==> src/rtl/conv_3x3.sv <==
// ============================================================================
// conv_3x3
// ----------------------------------------------------------------------------
// One output column-lane of the 2-D convolution datapath. The block holds a
// 3x3 kernel (K) and a sliding 3x3 image window (W). Both are filled one
// 3-element column per accepted cycle. Every clock it emits the scaled sum of
// the nine K*W products.
//
// Pipeline (free-running, every clock):
//   edge E0 : K / W shift (only when i_valid=1)
//   edge E1 : the nine products are registered
//   edge E2 : the accumulator is registered; o_data is its top CONV_LPOS bits
//
// Ports
//   CLK100MHZ   in   1          clock, rising edge
//   rst         in   1          synchronous active-high reset
//   i_dato0     in   BIT_LEN    column element, row 0 (top)
//   i_dato1     in   BIT_LEN    column element, row 1 (middle)
//   i_dato2     in   BIT_LEN    column element, row 2 (bottom)
//   i_selecK_I  in   1          1: column goes to kernel, 0: column goes to window
//   i_valid     in   1          column is accepted this cycle
//   o_data      out  CONV_LPOS  acc[CONV_LEN-1 -: CONV_LPOS] (truncated, unsigned)
// ============================================================================
module conv_3x3 #(
    parameter int BIT_LEN   = 8,
    parameter int CONV_LEN  = 20,
    parameter int CONV_LPOS = 13
) (
    input  logic                 CLK100MHZ,
    input  logic                 rst,
    input  logic [BIT_LEN-1:0]   i_dato0,
    input  logic [BIT_LEN-1:0]   i_dato1,
    input  logic [BIT_LEN-1:0]   i_dato2,
    input  logic                 i_selecK_I,
    input  logic                 i_valid,
    output logic [CONV_LPOS-1:0] o_data
);

    localparam int PROD_LEN = 2 * BIT_LEN;

    // Incoming column, indexed by row.
    logic [BIT_LEN-1:0]  w_col    [0:2];

    // Kernel and window storage, [row][col]; col 2 holds the newest column.
    logic [BIT_LEN-1:0]  r_k      [0:2][0:2];
    logic [BIT_LEN-1:0]  r_w      [0:2][0:2];

    // Product registers, flattened as index = row*3 + col.
    logic [PROD_LEN-1:0] r_prod   [0:8];

    logic [CONV_LEN-1:0] w_sum;
    logic [CONV_LEN-1:0] r_acc;

    logic                w_shift_k;
    logic                w_shift_w;

    assign w_col[0] = i_dato0;
    assign w_col[1] = i_dato1;
    assign w_col[2] = i_dato2;

    // A column is routed to exactly one of the two arrays, and only when valid.
    assign w_shift_k = i_valid &  i_selecK_I;
    assign w_shift_w = i_valid & ~i_selecK_I;

    // ------------------------------------------------------------------
    // E0: kernel / window shift registers, one process per row
    // ------------------------------------------------------------------
    genvar gi;
    generate
        for (gi = 0; gi < 3; gi++) begin : g_row
            always_ff @(posedge CLK100MHZ) begin
                if (rst) begin
                    r_k[gi][0] <= '0;
                    r_k[gi][1] <= '0;
                    r_k[gi][2] <= '0;
                end else if (w_shift_k) begin
                    r_k[gi][0] <= r_k[gi][1];
                    r_k[gi][1] <= r_k[gi][2];
                    r_k[gi][2] <= w_col[gi];
                end
            end

            always_ff @(posedge CLK100MHZ) begin
                if (rst) begin
                    r_w[gi][0] <= '0;
                    r_w[gi][1] <= '0;
                    r_w[gi][2] <= '0;
                end else if (w_shift_w) begin
                    r_w[gi][0] <= r_w[gi][1];
                    r_w[gi][1] <= r_w[gi][2];
                    r_w[gi][2] <= w_col[gi];
                end
            end
        end
    endgenerate

    // ------------------------------------------------------------------
    // E1: nine registered products
    // ------------------------------------------------------------------
    generate
        for (gi = 0; gi < 9; gi++) begin : g_prod
            always_ff @(posedge CLK100MHZ) begin
                if (rst) begin
                    r_prod[gi] <= '0;
                end else begin
                    r_prod[gi] <= PROD_LEN'(r_k[gi / 3][gi % 3]) *
                                  PROD_LEN'(r_w[gi / 3][gi % 3]);
                end
            end
        end
    endgenerate

    // ------------------------------------------------------------------
    // E2: adder tree into the accumulator register
    // ------------------------------------------------------------------
    always_comb begin
        w_sum = '0;
        for (int i = 0; i < 9; i++) begin
            w_sum = w_sum + CONV_LEN'(r_prod[i]);
        end
    end

    always_ff @(posedge CLK100MHZ) begin
        if (rst) begin
            r_acc <= '0;
        end else begin
            r_acc <= w_sum;
        end
    end

    // Plain truncation: the low bits are dropped, so kernel value 128 is unity gain.
    assign o_data = r_acc[CONV_LEN-1 -: CONV_LPOS];

    // The dropped low bits are intentionally not used anywhere.
    logic w_unused_lsbs;
    assign w_unused_lsbs = ^r_acc[CONV_LEN-CONV_LPOS-1:0];

endmodule

==> config.mk <==
export PLATFORM = sky130hd
export DESIGN_NAME = conv_3x3
export DESIGN_NICKNAME = d
export VERILOG_FILES = /design/src/rtl/conv_3x3.sv
export SDC_FILE = /design/constraint.sdc
export NUM_CORES = 2
export LEC_CHECK = 0
export ABC_CLOCK_PERIOD_IN_PS = 6700
export CORE_ASPECT_RATIO = 0.6
export CORE_UTILIZATION = 40
export CTS_CLUSTER_SIZE = 30
export DETAILED_ROUTE_END_ITERATION = 8
export PLACE_DENSITY_LB_ADDON = 0.08
export SKIP_LAST_GASP = 1
export SYNTH_ARGS = -nofsm -noshare
export SYNTH_HDL_FRONTEND = slang
export SYNTH_SLANG_ARGS = --single-unit
==> constraint.sdc <==
create_clock -name CLK100MHZ -period 6.7 [get_ports CLK100MHZ]
set_input_delay 1.005 -clock CLK100MHZ [delete_from_list [all_inputs] [get_ports CLK100MHZ]]
set_output_delay 1.005 -clock CLK100MHZ [all_outputs]
set_load 0.005 [all_outputs]
==> reports/qor.txt <==
status: finished clean
worst vdd ir: 0.000593 V
vias in the first global route: 22,600
Die Y: 219 um
hold depth: 2
initial antenna violation count: 1
required time worst endpoint: 7.15 ns
mean post-synth cell area: 9.99 sq um
pwr/cell area: 308 nW/um^2
switching portion of total power: 42.7%
period utilisation layout: 72.1%
Worst slew margin: 37.7%
synthesized-area fraction occupied by adder cells: 41.1%
Post-Syn Instances: 3,151
FF+latch count, synth: 301
DRT Pass-1 Iters: 6
CTS H-tree lvls: 2
drt drc: 0
Final Hold Fails: 0
area grow syn2layout: 9.31%
CP max FO: 8
reg-to-reg endpoint: r_prod[3][15]
Seq/Total Area, Yosys: 23.7%
list of most frequent post-synthesis cells: inv_1 (605), and2_1 (595), fa_1 (433), ha_1 (342), dfxtp_1 (157)
layout cell share with drive strength beyond 1: 3.45%
Clock power frac: 20.5%
sequential share of power: 23.8%
antenna viol nets, final: 0
CP max stage cell: fa_1
maxcap violations: 0
P_leak: 16.9 nW
asr flop ratio synth: 0%
detailed placement HPWL: 62,700 um
via-per-instance ratio: 4.93
CTS clock-pin slew for the worst setup and hold paths: 0.06 ns
number of flops mapped to enable cells by yosys: 144
DP Worst Slack: 1.90 ns
worst min path class: reg -> reg
crit path DAT: 5.28 ns
wire per inst: 18.6 um
area leader, netlist: fa_1
combinational share of power: 55.7%
clock sinks: 301
Sw Pwr: 4.52 mW
post-synthesis mux area share: 0.819%
Total GRT Usage: 21.0%
Die Footprint: 79,800 sq um
total CTS buffers: 36
min cycle time layout: 4.83 ns
CORE AREA: 77,700 sq um
clock latency on the worst-skew pair: 0.58 ns
CTS Buffer Depth: 3
CTS tree: built
Slowest Stage Delay on Critical Path: 0.54 ns
Synth area leaders: fa_1 (28%), edfxtp_1 (14%), ha_1 (14%)
Final nets: 3,995
most common cell in the netlist: inv_1
Die X: 364 um
Port Buffer Count: 40
critical hold path startpoint: r_k[1][0]
Achievable Freq: 207 MHz
Synth top area share: 27.5%
Overflow after GRT: 0
largest family of logic cells by synthesized area: adder cells
Reg2Reg Depth: 15
Post-Synth Simple-Gate Area: 20.0%
CP cell instances: and2_1, fa_1, inv_1, fa_1, inv_1, fa_1, inv_1, fa_1, inv_1, ha_1, or3_1, or3_1, o32a_1, a41o_1, mux2_4
setup ws final: 1.87 ns
routed wire length: 79,500 um
setup bufs post-CTS: 0
CTS resizes: 0
YS warnings: 0
RSZ-0062 raised after global routing: no
max-slew violations: 0
Internal Dissipation: 6.08 mW
hold_buf cts: 0
launch point of the worst reg-to-reg path: r_w[1][18]
# IOs: 41
DRT iter0 DRCs: 1,144
pin count of the biggest net entering global routing: 74
clk root buf: clkbuf_16
Worst Setup Path Type: reg -> reg
initial core utilization: 40.5%
syn_nets: 3,954
Synth Area in Compound Gates: 5.48%
first-pass GRT wire length: 129,000 um
Worst-Margin Slew: 0.934 ns
std cell rows: 79
CP Capture Type: flip-flop
top_reg_cell synth: dfxtp_1
Synth Area in XOR/XNOR: 1.11%
Final setup violation count: 0
final core occ: 44.3%
Clock Skews: 0.0339 ns
post-synth cell types: 57
Mapped Area: 31,500 sq um
Worst Hold Path EP: r_prod[5][0]
gpl congestion: 0.854
Setup TNS: 0 ns
R2R Setup Slk: 1.87 ns
DR vias: 21,100
Worst Setup Start Kind: flip-flop
==> state kept, by name, summed over array words and instances (netlist names) <==
register,count
r_acc,13
r_k,72
r_prod,144
r_w,72
==> cell usage in the layout (no fill, tap or decap), drive strengths merged, types with 8 or more instances in the layout <==
| master | n |
|---|---|
| ha | 342 |
| nand2b | 20 |
| or3 | 23 |
| nand4 | 13 |
| a21oi | 57 |
| xnor2 | 25 |
| a21o | 26 |
| nand4b | 10 |
| clkbuf | 46 |
| xor2 | 15 |
| dfxtp | 157 |
| clkdlybuf4s50 | 39 |
| o211ai | 9 |
| and3 | 8 |
| edfxtp | 144 |
| nor3 | 67 |
| fa | 433 |
| o22ai | 11 |
| nand2 | 149 |
| a21boi | 9 |
| nor2b | 70 |
| nor2 | 94 |
| and2 | 595 |
| o21a | 37 |
| clkinv | 11 |
| mux2 | 21 |
| a211oi | 9 |
| o21ai | 65 |
| inv | 610 |
==> per-layer routing <==
metal | global-route usage [%] | share of wire (%)
met1 | 32.8 | 53
met2 | 30.0 | 40
met3 | 4.19 | 5.2
met4 | 3.39 | 1.1
met5 | 0 | 0
==> metrics by stage <==
stage / total power, mW / area, sq um / hold slack [ns] / cells
finish: 10.6 / 34400 / 0.732 / 4274
global route: 11.7 / 34400 / 0.780 / 4273
floorplan: 6.92 / 31500 / 0.542 / 3151
CTS: 10.7 / 34400 / 0.745 / 4273
global placement: 8.39 / 33100 / 0.716 / 4207
detailed placement: 8.47 / 33100 / 0.707 / 4207
==> power by group through the flow <==
stage / Sequential, mW / Combinational (mW) / Clock [mW]
2_1_floorplan: 2.37 / 4.55 / 0
3_3_place_gp: 2.55 / 5.84 / 0
3_5_place_dp: 2.55 / 5.91 / 0
4_1_cts: 2.52 / 5.98 / 2.23
5_1_grt: 2.55 / 6.82 / 2.30
6_report: 2.53 / 5.91 / 2.17
==> worst max-delay path: cells and delay by family, from the launching register on <==
kind | cells | cell delay (ns)
DFF | 1 | 0.53
muxes | 1 | 0.29
and+or+nand+nor | 3 | 0.97
AOI/OAI and AO/OA | 2 | 0.49
adders and majority gates | 5 | 2.24
buffers and inverters | 4 | 0.20
==> logic make-up after synthesis <==
logic type	after synthesis
AND/OR/NAND/NOR	1099
buffers and inverters	648
multiplexers	22
adder cells (fa/ha/maj)	775
AO/OA/AOI/OAI	266
flip-flops	301
XOR/XNOR	40
==> layout make-up <==
type                       count  area, sq um
timing repair buffer          46          447
sequential                   301         7470
inverter                     605         2270
clock buffer                  46         1070
fill                        7610        43300
tap                         1053         1320
multi-input combinational   2202        21600
antenna                        1         2.50
clock inverter                20          228
==> how the worst max path moves through the flow <==
stage,startpoint,endpoint,cells after the start
final,r_w[1][18],r_prod[3][15],15
after global routing,r_w[0][2],r_prod[2][14],14
after CTS,r_w[1][18],r_prod[3][15],15
after detailed placement,r_w[1][18],r_prod[3][15],15
after global placement,r_w[1][18],r_prod[3][15],15
after floorplan,r_k[2][5],r_prod[8][15],15
Note: power is estimated with default switching activity, not from simulation.
